[src/rtl/cvxif_copro_pkg.sv]
// Shared types and constants for the CV-X-IF custom-3 coprocessor responder.
package cvxif_copro_pkg;

   localparam logic [6:0] OPCODE_CUSTOM3 = 7'b1111011;

   typedef enum logic [2:0] {
      CADD = 3'b000,
      CXOR = 3'b001,
      CNOP = 3'b010,
      CROT = 3'b011
   } funct3_e;

   typedef enum logic [1:0] {
      FREE      = 2'd0,
      PENDING   = 2'd1,
      COMMITTED = 2'd2,
      KILLED    = 2'd3
   } entry_state_t;

   // Control part of a pending-buffer entry; id and data live in
   // parameter-sized arrays next to it in the top.
   typedef struct packed {
      entry_state_t state;
      logic [4:0]   rd;
      logic         we;
   } entry_t;

endpackage

[src/rtl/cvxif_copro_responder_if.sv]
// CV-X-IF issue / commit / result channels between the core (master)
// and the coprocessor responder (slave).
interface cvxif_copro_responder_if #(
   parameter int XLEN     = 32,
   parameter int ID_WIDTH = 3
);
   logic                issue_valid_i;
   logic                issue_ready_o;
   logic [31:0]         issue_instr_i;
   logic [XLEN-1:0]     issue_rs1_i;
   logic [XLEN-1:0]     issue_rs2_i;
   logic [ID_WIDTH-1:0] issue_id_i;
   logic                issue_accept_o;
   logic                issue_writeback_o;

   logic                commit_valid_i;
   logic [ID_WIDTH-1:0] commit_id_i;
   logic                commit_kill_i;

   logic                result_valid_o;
   logic                result_ready_i;
   logic [ID_WIDTH-1:0] result_id_o;
   logic [XLEN-1:0]     result_data_o;
   logic [4:0]          result_rd_o;
   logic                result_we_o;

   modport master (
      output issue_valid_i, issue_instr_i, issue_rs1_i, issue_rs2_i, issue_id_i,
      input  issue_ready_o, issue_accept_o, issue_writeback_o,
      output commit_valid_i, commit_id_i, commit_kill_i,
      input  result_valid_o, result_id_o, result_data_o, result_rd_o, result_we_o,
      output result_ready_i
   );

   modport slave (
      input  issue_valid_i, issue_instr_i, issue_rs1_i, issue_rs2_i, issue_id_i,
      output issue_ready_o, issue_accept_o, issue_writeback_o,
      input  commit_valid_i, commit_id_i, commit_kill_i,
      output result_valid_o, result_id_o, result_data_o, result_rd_o, result_we_o,
      input  result_ready_i
   );
endinterface

[src/rtl/cvxif_copro_alu.sv]
// Combinational decode and compute for custom-3 instructions.
// CVXIF_COPRO_ROT_EN: when defined, funct3 011 (CROT) is decoded and the
// rotator is built; otherwise that encoding is illegal.
module cvxif_copro_alu
   import cvxif_copro_pkg::*;
#(
   parameter int XLEN = 32
) (
   input  logic [31:0]     instr,
   input  logic [XLEN-1:0] rs1,
   input  logic [XLEN-1:0] rs2,
   output logic            legal,
   output logic            we,
   output logic [XLEN-1:0] result
);

   // Upper instruction bits carry no information for these encodings.
   logic unused_instr_hi;
   assign unused_instr_hi = ^instr[31:15];

`ifdef CVXIF_COPRO_ROT_EN
   // Rotate-left: shift a doubled copy and keep the upper half.
   logic [2*XLEN-1:0] rot_dbl;
   logic [XLEN-1:0]   rot;
   assign rot_dbl = {rs1, rs1} << rs2[4:0];
   assign rot     = rot_dbl[2*XLEN-1 -: XLEN];
`endif

   // Decode opcode/funct3 and produce the result in the same cycle.
   always_comb begin
      legal  = 1'b0;
      we     = 1'b0;
      result = '0;
      if (instr[6:0] == OPCODE_CUSTOM3) begin
         case (funct3_e'(instr[14:12]))
            CADD: begin legal = 1'b1; we = 1'b1; result = rs1 + rs2; end
            CXOR: begin legal = 1'b1; we = 1'b1; result = rs1 ^ rs2; end
            CNOP: begin legal = 1'b1; end
`ifdef CVXIF_COPRO_ROT_EN
            CROT: begin legal = 1'b1; we = 1'b1; result = rot; end
`endif
            default: ;
         endcase
      end
   end

endmodule

[src/rtl/cvxif_copro_responder.sv]
// CV-X-IF coprocessor responder: accepts custom-3 instructions, computes
// them at issue, parks them in an in-order buffer until commit/kill and
// returns committed results in issue order.
// CVXIF_COPRO_ROT_EN: enables the CROT instruction (see cvxif_copro_alu).
module cvxif_copro_responder
   import cvxif_copro_pkg::*;
#(
   parameter int XLEN     = 32,
   parameter int ID_WIDTH = 3,
   parameter int DEPTH    = 4
) (
   input logic                     clk_i,
   input logic                     rst_i,
   cvxif_copro_responder_if.slave  bus
);

   localparam int PTR_W = $clog2(DEPTH);

   entry_t              ent_q  [DEPTH];
   logic [ID_WIDTH-1:0] id_q   [DEPTH];
   logic [XLEN-1:0]     data_q [DEPTH];
   logic [PTR_W-1:0]    head_q, tail_q;
   logic [PTR_W:0]      count_q;

   logic             alu_legal, alu_we;
   logic [XLEN-1:0]  alu_result;
   logic [DEPTH-1:0] id_clash, commit_hit;
   logic             full, accept, head_commit, head_kill, pop;

   cvxif_copro_alu #(.XLEN(XLEN)) u_alu (
      .instr  (bus.issue_instr_i),
      .rs1    (bus.issue_rs1_i),
      .rs2    (bus.issue_rs2_i),
      .legal  (alu_legal),
      .we     (alu_we),
      .result (alu_result)
   );

   // CAM over the buffer: live-id clash for issue, PENDING match for commit.
   always_comb begin
      id_clash   = '0;
      commit_hit = '0;
      for (int i = 0; i < DEPTH; i++) begin
         id_clash[i]   = (ent_q[i].state != FREE) && (id_q[i] == bus.issue_id_i);
         commit_hit[i] = bus.commit_valid_i && (ent_q[i].state == PENDING) &&
                         (id_q[i] == bus.commit_id_i);
      end
   end

   assign full   = (count_q == (PTR_W+1)'(DEPTH));
   assign accept = bus.issue_valid_i & ~full & alu_legal & ~|id_clash & ~rst_i;

   assign bus.issue_ready_o     = ~full;
   assign bus.issue_accept_o    = accept;
   assign bus.issue_writeback_o = accept & alu_we;

   assign head_commit = (ent_q[head_q].state == COMMITTED);
   assign head_kill   = (ent_q[head_q].state == KILLED);
   assign pop         = (head_commit & bus.result_ready_i) | head_kill;

   // Result fields are zero unless a committed head is being presented.
   assign bus.result_valid_o = head_commit;
   assign bus.result_id_o    = head_commit ? id_q[head_q]   : '0;
   assign bus.result_data_o  = head_commit ? data_q[head_q] : '0;
   assign bus.result_rd_o    = head_commit ? ent_q[head_q].rd : '0;
   assign bus.result_we_o    = head_commit & ent_q[head_q].we;

   // Buffer state: commit/kill marking, head pop, tail push, occupancy.
   // Commit never hits the popped head (not PENDING) nor the pushed tail
   // (FREE), so the three updates touch distinct entries.
   always_ff @(posedge clk_i or posedge rst_i) begin
      if (rst_i) begin
         for (int i = 0; i < DEPTH; i++) begin
            ent_q[i]  <= '{state: FREE, rd: '0, we: 1'b0};
            id_q[i]   <= '0;
            data_q[i] <= '0;
         end
         head_q  <= '0;
         tail_q  <= '0;
         count_q <= '0;
      end else begin
         for (int i = 0; i < DEPTH; i++) begin
            if (commit_hit[i])
               ent_q[i].state <= bus.commit_kill_i ? KILLED : COMMITTED;
         end
         if (pop) begin
            ent_q[head_q].state <= FREE;
            head_q              <= head_q + 1'b1;
         end
         if (accept) begin
            ent_q[tail_q]  <= '{state: PENDING, rd: bus.issue_instr_i[11:7], we: alu_we};
            id_q[tail_q]   <= bus.issue_id_i;
            data_q[tail_q] <= alu_result;
            tail_q         <= tail_q + 1'b1;
         end
         case ({accept, pop})
            2'b10:   count_q <= count_q + 1'b1;
            2'b01:   count_q <= count_q - 1'b1;
            default: ;
         endcase
      end
   end

endmodule

[src/flat_wrapper.sv]
// flat-port wrapper written by rule: the top's interface ports become plain ports
module cvxif_copro_responder_flat import cvxif_copro_pkg::*;
#(
   parameter int XLEN     = 32,
   parameter int ID_WIDTH = 3,
   parameter int DEPTH    = 4
)
  (clk_i, rst_i, bus_issue_valid_i, bus_issue_instr_i, bus_issue_rs1_i, bus_issue_rs2_i, bus_issue_id_i, bus_issue_ready_o, bus_issue_accept_o, bus_issue_writeback_o, bus_commit_valid_i, bus_commit_id_i, bus_commit_kill_i, bus_result_valid_o, bus_result_id_o, bus_result_data_o, bus_result_rd_o, bus_result_we_o, bus_result_ready_i);
  cvxif_copro_responder_if #(.XLEN(XLEN), .ID_WIDTH(ID_WIDTH)) bus_i ();
  input logic clk_i;
  input logic rst_i;
  input wire logic [$bits(bus_i.issue_valid_i)-1:0] bus_issue_valid_i;
  input wire logic [$bits(bus_i.issue_instr_i)-1:0] bus_issue_instr_i;
  input wire logic [$bits(bus_i.issue_rs1_i)-1:0] bus_issue_rs1_i;
  input wire logic [$bits(bus_i.issue_rs2_i)-1:0] bus_issue_rs2_i;
  input wire logic [$bits(bus_i.issue_id_i)-1:0] bus_issue_id_i;
  output wire logic [$bits(bus_i.issue_ready_o)-1:0] bus_issue_ready_o;
  output wire logic [$bits(bus_i.issue_accept_o)-1:0] bus_issue_accept_o;
  output wire logic [$bits(bus_i.issue_writeback_o)-1:0] bus_issue_writeback_o;
  input wire logic [$bits(bus_i.commit_valid_i)-1:0] bus_commit_valid_i;
  input wire logic [$bits(bus_i.commit_id_i)-1:0] bus_commit_id_i;
  input wire logic [$bits(bus_i.commit_kill_i)-1:0] bus_commit_kill_i;
  output wire logic [$bits(bus_i.result_valid_o)-1:0] bus_result_valid_o;
  output wire logic [$bits(bus_i.result_id_o)-1:0] bus_result_id_o;
  output wire logic [$bits(bus_i.result_data_o)-1:0] bus_result_data_o;
  output wire logic [$bits(bus_i.result_rd_o)-1:0] bus_result_rd_o;
  output wire logic [$bits(bus_i.result_we_o)-1:0] bus_result_we_o;
  input wire logic [$bits(bus_i.result_ready_i)-1:0] bus_result_ready_i;
  assign bus_i.issue_valid_i = bus_issue_valid_i;
  assign bus_i.issue_instr_i = bus_issue_instr_i;
  assign bus_i.issue_rs1_i = bus_issue_rs1_i;
  assign bus_i.issue_rs2_i = bus_issue_rs2_i;
  assign bus_i.issue_id_i = bus_issue_id_i;
  assign bus_issue_ready_o = bus_i.issue_ready_o;
  assign bus_issue_accept_o = bus_i.issue_accept_o;
  assign bus_issue_writeback_o = bus_i.issue_writeback_o;
  assign bus_i.commit_valid_i = bus_commit_valid_i;
  assign bus_i.commit_id_i = bus_commit_id_i;
  assign bus_i.commit_kill_i = bus_commit_kill_i;
  assign bus_result_valid_o = bus_i.result_valid_o;
  assign bus_result_id_o = bus_i.result_id_o;
  assign bus_result_data_o = bus_i.result_data_o;
  assign bus_result_rd_o = bus_i.result_rd_o;
  assign bus_result_we_o = bus_i.result_we_o;
  assign bus_i.result_ready_i = bus_result_ready_i;
  cvxif_copro_responder #(.XLEN(XLEN), .ID_WIDTH(ID_WIDTH), .DEPTH(DEPTH)) u_core (.clk_i(clk_i), .rst_i(rst_i), .bus(bus_i));
endmodule
[config.mk]
export PLATFORM = sky130hd
export DESIGN_NAME = cvxif_copro_responder_flat
export DESIGN_NICKNAME = d
export VERILOG_FILES = /design/src/rtl/cvxif_copro_pkg.sv /design/src/rtl/cvxif_copro_responder_if.sv /design/src/rtl/cvxif_copro_alu.sv /design/src/rtl/cvxif_copro_responder.sv /design/src/flat_wrapper.sv
export SDC_FILE = /design/constraint.sdc
export NUM_CORES = 1
export LEC_CHECK = 0
export ABC_AREA = 1
export BUFFER_PORTS_ARGS = -buffer_cell sky130_fd_sc_hd__buf_2
export CAP_MARGIN = 20
export CORE_AREA = 2 2 140 176
export CTS_CLUSTER_DIAMETER = 200
export CTS_CLUSTER_SIZE = 20
export DETAILED_ROUTE_END_ITERATION = 8
export DIE_AREA = 0 0 142 178
export HOLD_SLACK_MARGIN = 0.12
export PLACE_DENSITY = 0.7
export SLEW_MARGIN = 20
export SYNTH_ARGS = -nofsm -noshare
export SYNTH_HDL_FRONTEND = slang
export SYNTH_SLANG_ARGS = --single-unit
[constraint.sdc]
create_clock -name clk_i -period 11.01 [get_ports clk_i]
set_clock_uncertainty 0.15 [all_clocks]
set_input_delay 0.5505 -clock clk_i [delete_from_list [all_inputs] [get_ports clk_i]]
set_output_delay 0.5505 -clock clk_i [all_outputs]
set_load 0.05 [all_outputs]
# Yosys cells after proc, flatten, opt, wreduce, memory -nomap -nowiden
# Index checks and enable logic that the tools add are counted.
# word_totals
register_bits,179
latchBits,0
mem_bits_rw,0
rom_bits,0
inputBits,108
memories,0
# classes
n_addsub,5
n_mul,0
n_div,0
magnitude_cmp,4
n_eq_ne,20
shifts,0
muxes,38
n_bitwise,13
reduce_logical,24
# ops
cell,count
$mux 32,7
$bwmux 128,1
$bmux 32 s2,1
$bwmux 32,2
$demux 32 s2,1
$pmux 32 s2,1
$add 32x32->32,1
$demux 8 s2,2
$mux 8,4
$xor 32x32->32,1
$eq 3x3->1,8
$bmux 8 s2,1
$logic_and 1x1->1,14
$bwmux 12,1
$mux 3,4
$eq 2x1->1 const B,5
$reduce_bool 2->1,5
$mux 2,4
$and 1x1->1,7
$eq 7x7->1 const B,1
$bmux 3 s2,1
$demux 3 s2,1
$eq 2x2->1 const B,3
$ge 3x3->1 const B,2
18 further kinds,26

# Longest topological paths before layout
# Gate-level depths: netlist of run 1.
# logic_depth
word_depth,10
ltp_mapped,15
ltp_nobuf,15

# By module
# A second synthesis of run 1 with hierarchy kept.
# unflattened
cells_unflattened,1762
area_unflattened_um2,12075.3
# modules_own_cells
module,instances,cells_each,area_each_um2,seq_area_each_um2
cvxif_copro_responder,1,1257,9559.2,4479.3
cvxif_copro_alu,1,505,2516.2,0.0

# Worst setup path before layout of run 1
# OpenSTA, ideal clock, no wires.
# synth_timing
path_type,input to register
from,input rst_i
to,register u_core.data_q[109] in the netlist's numbering
setup_time_ns,0.065
arrival_time_ns,5.605
t_required_ns,10.795
slack_ns,5.190
cell_stages,5
cell_sequence,inv_1 -> nand3_2 -> nor2_1 -> nand3_1 -> nand2_1
# synth_between
elab_chain_cells,2
# synth_rtl
item,line,rtl
start: declaration,flat_wrapper.sv:11,input logic rst_i;
$not 1->1,cvxif_copro_responder.sv:51,assign accept = bus.issue_valid_i & ~full & alu_legal & ~|id_clash & ~rst_i;
$and 1x1->1,cvxif_copro_responder.sv:51,
end signal: indexed assignment,cvxif_copro_responder.sv:93,data_q[tail_q] <= alu_result;
end: declaration,cvxif_copro_responder.sv:21,logic [XLEN-1:0] data_q [DEPTH];
# Every way passes these cells.
# A chain may end at the register's enable or synchronous reset.

# Worst setup path in the final report of run 1
# layout_timing
from,register u_core.head_q[0]
to,output bus_result_data_o[14]
# layout_between
elab_chain_cells,6
word_cells_on_any_way,9
cone_classes,eq/ne: 1; mux: 7; bitwise: 1
# layout_rtl
item,line,rtl
start: declaration,cvxif_copro_responder.sv:22,"logic [PTR_W-1:0] head_q, tail_q;"
start signal: assignment,cvxif_copro_responder.sv:88,head_q <= head_q + 1'b1;
$not 2->3 (not written as such) (*),"cvxif_copro_responder.sv:57, cvxif_copro_responder.sv:64",
$bmux 8 s2,cvxif_copro_responder.sv:57,assign head_commit = (ent_q[head_q].state == COMMITTED);
$mux 8 (not written as such) (2 in a row),cvxif_copro_responder.sv:57,
$eq 2x2->1,cvxif_copro_responder.sv:57,
$mux 32 (*),cvxif_copro_responder.sv:64,assign bus.result_data_o = head_commit ? data_q[head_q] : '0;
end: declaration,flat_wrapper.sv:25,output wire logic [$bits(bus_i.result_data_o)-1:0] bus_result_data_o;
# Every way passes the cells marked *; elsewhere a longest branch is shown, timed or not. The select of a mux whose other input is x is not followed.

==> impl_metrics.env, run 1 <==
export IMPL_row_count=63
export IMPL_cp_common_cell="a21oi_1"
export IMPL_dp_cells=2100
export IMPL_cp_slowest_cell="buf_4"
export IMPL_most_common_layout_cells="nand2_1, nor2_1, inv_1, dfrtp_1, o21ai_0"
export IMPL_yosys_area_top_type="dfrtp_1"
export IMPL_clock_root_buffer="clkbuf_16"
export IMPL_ir_worst_vdd_v=0.000105
export IMPL_slew_limit_headroom=0.273
export IMPL_dieArea_mm2=0.0253
export IMPL_yosys_warnings=0
export IMPL_routed_wl_mm=32.8
export IMPL_outcome="finished clean"
export IMPL_initial_utilization=0.495
export IMPL_ys_types=46
export IMPL_clk_pin_slew_ns=0.07
export IMPL_ant_nets=0
export IMPL_finalSetupViolCount=0
export IMPL_finalNonFillerCells=2132
export IMPL_syn_area_mm2=0.0117
export IMPL_grt_start_max_net_pins=111
export IMPL_hpwlAfterDp_mm=22.5
export IMPL_n_fill_cell=2335
export IMPL_drtIter0Drc=727
export IMPL_synth_edf_count=0
export IMPL_overflow=0
export IMPL_ys_ff_latch=179
export IMPL_grt_pass1_wl_mm=53.4
export IMPL_cap_viol_max_count=0
export IMPL_clkLatencyLatePin_ns=0.43
export IMPL_cts_repair_resize_count=0
export IMPL_synth_fp_nets=1881
export IMPL_cp_max_fo=46
export IMPL_portBuffers=135
export IMPL_path_buf_inv=4
export IMPL_dp_slack_ns=7.28
export IMPL_p_leak_nw=7.40
export IMPL_postCtsSetupRepairBufs=0
export IMPL_die_h_um=178
export IMPL_setup_tns_ns=0
export IMPL_maxSlewViolCount=0
export IMPL_hold_class="in -> async"
export IMPL_end_kind="output pin"
export IMPL_synth_top_cells_by_area="dfrtp_1, nand2_1, nor2_1"
export IMPL_chipWidth_um=142
export IMPL_syn_inst=1731
export IMPL_syn2layout_area_growth_pct=11.9
export IMPL_antenna_found_initial=0
export IMPL_antenna_cells=0
export IMPL_path_cells="inv_2, buf_4, a21oi_1, a21oi_1, nand2_1, buf_4, a21oi_1, buf_2"
export IMPL_ys_flop_type="dfrtp_1"
export IMPL_drive_gt1_frac=0.112
export IMPL_cp_required_ns=10.31
export IMPL_ioPinCount=153
export IMPL_layout_commonest_cell="nand2_1"
export IMPL_grt_usage=0.267
export IMPL_htreeDepth=4
export IMPL_hold_viol_final=0
export IMPL_cts_tree="done"
export IMPL_vias=11468
export IMPL_core_area_mm2=0.0236
export IMPL_ctsHoldBuffers=0
export IMPL_drc_errors=0
export IMPL_ctsLongestPathBuffers=2
export IMPL_seq_area_frac_synth=0.384
export IMPL_gp_congestion=0.945
export IMPL_avgSynthCellArea_um2=6.73
export IMPL_vias_per_cell=5.38
export IMPL_cts_made_buffers=17
export IMPL_cts_num_sinks=179
export IMPL_critPathArrivalTime_ns=3.54
export IMPL_nNetsFinal=1977
export IMPL_fin_crit_sh=0.385
export IMPL_max_freq_mhz=236
export IMPL_critPathKind="reg -> out"
export IMPL_max_slew_worst_pin_slew_ns=1.09
export IMPL_critPathLaunchType="flop"
export IMPL_synthArstFlopShare=1.00
export IMPL_drtPass1Iterations=5
export IMPL_post_synth_top_area_fraction=0.384
export IMPL_fin_crit_ns=4.24
export IMPL_slowest_delay_ns=0.52
export IMPL_setup_ws_ns=6.77
export IMPL_routedWlPerCell_um=15.4
export IMPL_rsz0062_at_grt="false"
export IMPL_path_delay_family="buffers and inverters"
export IMPL_power_density_mw_per_mm2=110
export IMPL_grt_pass1_vias=10876
## synth_stat cells, types with 9 or more instances
| library cell | number |
|---|---|
| o21ai_1 | 19 |
| ha_1 | 40 |
| o22ai_1 | 9 |
| clkbuf_1 | 39 |
| o211ai_1 | 10 |
| dfrtp_1 | 179 |
| o21ai_0 | 145 |
| buf_2 | 16 |
| a21oi_1 | 117 |
| nand2_1 | 527 |
| nand3_1 | 119 |
| nor2_1 | 205 |
| inv_1 | 200 |
## final timing paths
kind                                                 end                         start  cells after the start  slack, ns
max                                bus_result_data_o[14]  u_core.head_q[0]$_DFFE_PP0N_                      8       6.77
min                         u_core.ent_q[21]$_DFFE_PP0P_                         rst_i                      2       0.13
max reg2reg                u_core.count_q[2]$_DFFE_PP0P_  u_core.head_q[0]$_DFFE_PP0N_                     11       7.56
min reg2reg                 u_core.ent_q[27]$_DFFE_PP0P_  u_core.ent_q[27]$_DFFE_PP0P_                      2       0.32
max in group asynchronous  u_core.data_q[98]$_DFFE_PP0P_                         rst_i                      3       9.20
min in group clk_i           u_core.ent_q[9]$_DFFE_PP0P_          bus_issue_instr_i[7]                      3       0.24
## cells by family after synthesis
group	count (synthesis)	share of synthesized area
multiplexers	7	0.00612
AO/OA/AOI/OAI	318	0.144
buffers and inverters	277	0.0952
XOR/XNOR	13	0.00977
AND/OR/NAND/NOR	895	0.314
flip-flops	179	0.384
adder cells (fa/ha/maj)	42	0.0464
## routing by layer
metal  global-route usage  up-vias  wire [um]
met5                    0        -          0
met4                0.122        0       1190
met3               0.0373       84       1820
met2                0.451      378      15700
met1                0.339     5296      14100
li1                     -     5710          -
## stage by stage
stage / power (mW) / utilization / hold WS (ns) / cell area, um^2
2_1_floorplan: 0.790 / - / 0.287 / 11700
3_3_place_gp: 0.844 / 0.529 / 0.298 / 12500
3_5_place_dp: 0.845 / 0.529 / 0.305 / 12500
4_1_cts: 1.45 / 0.553 / 0.217 / 13000
5_1_grt: 1.50 / 0.554 / 0.200 / 13000
6_report: 1.44 / 0.554 / 0.130 / 13000
## sequential cells by signal (all words and copies together) (netlist names)
register / flops
u_core.count_q: 3
u_core.tail_q: 2
u_core.ent_q: 32
u_core.data_q: 128
u_core.id_q: 12
u_core.head_q: 2
## power breakdown
part	total (mW)	leakage [nW]	switching, mW	internal [mW]
logic	0.177	4.78	0.119	0.0576
registers	0.657	2.33	0.00000227	0.657
clock network	0.606	0.286	0.260	0.346
## cell type report
type	instances	area, um^2	area share
clock buffers	20	457	0.0350
clock inverters	12	130	0.00997
inverters	209	793	0.0608
multi-input cells	1275	6070	0.465
flip-flops and latches	179	4480	0.343
well taps	292	365	0.0280
repair buffers	145	751	0.0575
Note: power is estimated with default switching activity, not from simulation.
==> inputs of run 2 (changes only) <==
==> constraint.sdc (replaced) <==
create_clock -name clk_i -period 4.4 [get_ports clk_i]
set_clock_uncertainty 0.15 [all_clocks]
set_input_delay 0.22 -clock clk_i [delete_from_list [all_inputs] [get_ports clk_i]]
set_output_delay 0.22 -clock clk_i [all_outputs]
set_load 0.05 [all_outputs]
==> run 2 against run 1 <==
Effect of this change: sequential share of layout area is 0.54 points lower; combinational power grew to 2.6 times the previous value; clock power grew to 2.7 times the previous value; core utilization is 0.89 points higher; worst setup slack worse by 5.9 ns.
==> impl_metrics.env, run 2 (same netlist as run 1, synthesis figures left out) <==
export IMPL_power_internal_mw=2.75
export IMPL_rr_worst_depth=9
export IMPL_routed_wl_mm=33.0
export IMPL_ant_nets=0
export IMPL_layout_commonest_cell="nand2_1"
export IMPL_reg2reg_slack_ns=1.36
export IMPL_routedWlPerCell_um=15.3
export IMPL_htreeDepth=4
export IMPL_reg_top3="u_core.data_q x128, u_core.ent_q x32, u_core.id_q x12"
export IMPL_grt_pass1_vias=10746
export IMPL_end_kind="output pin"
export IMPL_outcome="finished clean"
export IMPL_grt_pass1_wl_mm=53.5
export IMPL_drtPass1Iterations=5
export IMPL_drive_gt1_frac=0.113
export IMPL_gp_congestion=0.964
export IMPL_path_buf_inv=3
export IMPL_cp_required_ns=4.03
export IMPL_rsz0062_at_grt="false"
export IMPL_clock_root_buffer="clkbuf_16"
export IMPL_switching_share=0.259
export IMPL_power_switching_mw=0.960
export IMPL_hold_ws_ns=0.133
export IMPL_critPathLaunchType="flop"
export IMPL_placed_area_mm2=0.0125
export IMPL_row_count=63
export IMPL_cap_viol_max_count=0
export IMPL_ioPinCount=153
export IMPL_max_slew_worst_pin_slew_ns=1.08
export IMPL_antenna_found_initial=0
export IMPL_p_comb_frac=0.122
export IMPL_postCtsSetupRepairBufs=0
export IMPL_dieArea_mm2=0.0253
export IMPL_fin_crit_ns=3.57
export IMPL_path_delay_family="buffers and inverters"
export IMPL_cts_num_sinks=179
export IMPL_ir_worst_vdd_v=0.000209
export IMPL_die_h_um=178
export IMPL_n_fill_cell=2310
export IMPL_portBuffers=135
export IMPL_top_register="u_core.data_q"
export IMPL_slew_limit_headroom=0.281
export IMPL_overflow=0
export IMPL_fin_crit_sh=0.811
export IMPL_vias=11523
export IMPL_max_freq_mhz=280
export IMPL_crit_start="u_core.head_q[1]$_DFFE_PP0N_"
export IMPL_ctsLongestPathBuffers=2
export IMPL_core_area_mm2=0.0236
export IMPL_cp_num_cells=8
export IMPL_critPathKind="reg -> out"
export IMPL_r2r_start="u_core.head_q[1]$_DFFE_PP0N_"
export IMPL_cp_common_cell="a21oi_1"
export IMPL_setup_ws_ns=0.833
export IMPL_vias_per_cell=5.36
export IMPL_nNetsFinal=1993
export IMPL_cp_slowest_cell="dfrtp_1"
export IMPL_chipWidth_um=142
export IMPL_dp_cells=2102
export IMPL_drtIter0Drc=805
export IMPL_clockPowerShare=0.435
export IMPL_p_leak_nw=7.48
export IMPL_maxSlewViolCount=0
export IMPL_syn2layout_area_growth_pct=13.7
export IMPL_fin_area_mm2=0.0133
export IMPL_grt_usage=0.268
export IMPL_hpwlAfterDp_mm=22.4
export IMPL_p_seq_frac=0.443
export IMPL_hold_viol_final=0
export IMPL_finalNonFillerCells=2148
export IMPL_cts_repair_resize_count=0
export IMPL_power_density_mw_per_mm2=280
export IMPL_setup_tns_ns=0
export IMPL_rr_endpoint="u_core.count_q[1]$_DFFE_PP0P_"
export IMPL_clkLatencyLatePin_ns=0.44
export IMPL_grt_start_max_net_pins=180
export IMPL_finalSetupViolCount=0
export IMPL_antenna_cells=0
export IMPL_slowest_delay_ns=0.85
export IMPL_path_cells="inv_1, o21ai_0, a21oi_1, a21oi_1, nand2_1, buf_4, a21oi_1, buf_2"
export IMPL_cp_max_fo=37
export IMPL_crit_end="bus_result_data_o[14]"
export IMPL_drc_errors=0
export IMPL_largest_reg_flops=128
export IMPL_cts_made_buffers=17
export IMPL_initial_utilization=0.495
export IMPL_critPathArrivalTime_ns=3.20
export IMPL_dp_slack_ns=1.39
export IMPL_clk_pin_slew_ns=0.07
export IMPL_hold_class="in -> reg"
export IMPL_most_common_layout_cells="nand2_1, nor2_1, inv_1, dfrtp_1, o21ai_0"
export IMPL_cts_tree="done"
run 2: cell types whose count changed in the layout (fill, tap and decap cells not counted), sizes merged:
cell	previous run	this run
bufinv	2	3
clkinvlp	2	5
clkbuf	20	21
buf	145	147
inv	207	205
dlygate4sd3	0	14
clkinv	10	7
run 2: final cells by class:
cell class | count | area [um^2] | share of cell area
multi-input cells | 1275 | 6070 | 0.458
flip-flops and latches | 179 | 4480 | 0.338
repair buffers | 161 | 918 | 0.0693
inverters | 209 | 790 | 0.0596
clock buffers | 21 | 480 | 0.0362
well taps | 292 | 365 | 0.0276
clock inverters | 11 | 151 | 0.0114
run 2: per-layer routing:
metal | track usage | vias up | routed length [um]
met4 | 0.110 | 0 | 998
li1 | - | 5737 | -
met1 | 0.343 | 5362 | 14400
met5 | 0 | - | 0
met3 | 0.0309 | 63 | 1650
met2 | 0.461 | 361 | 15900
run 2: worst min-delay path, delay by kind of cell:
family	cells	cell delay, ns
buf+inv	2	0.22
simple gates	1	0.14
compound gates	1	0.10
run 2: how the worst min path moves through the flow:
stage,startpoint,endpoint,slack [ns],cells after the start
after CTS,bus_issue_instr_i[13],u_core.ent_q[0]$_DFFE_PP0P_,0.12,4
after global routing,bus_issue_instr_i[13],u_core.ent_q[0]$_DFFE_PP0P_,0.16,4
after floorplan,bus_issue_instr_i[7],u_core.ent_q[9]$_DFFE_PP0P_,0.18,2
after global placement,u_core.ent_q[26]$_DFFE_PP0P_,u_core.ent_q[26]$_DFFE_PP0P_,0.30,2
final,bus_issue_instr_i[13],u_core.data_q[64]$_DFFE_PP0P_,0.13,4
after detailed placement,u_core.ent_q[26]$_DFFE_PP0P_,u_core.ent_q[26]$_DFFE_PP0P_,0.30,2
run 2: stage by stage:
step	util	power, mW
floorplan	-	1.98
global placement	0.530	2.11
detailed placement	0.530	2.12
CTS	0.562	3.73
global route	0.562	3.85
finish	0.562	3.71
run 2: repair_timing:
| action | 4_1_cts | 5_1_grt |
|---|---|---|
| hold endpoints to repair | 225 | 0 |
| hold buffers | 14 | 0 |
| endpoints found under the setup margin | 0 | 0 |
run 2: power groups by stage:
stage               combinational (mW)  clock (mW)  sequential, mW
finish                           0.454        1.62            1.65
global route                     0.517        1.69            1.64
CTS                              0.453        1.63            1.65
detailed placement               0.441           0            1.68
global placement                 0.438           0            1.68
floorplan                        0.300           0            1.68
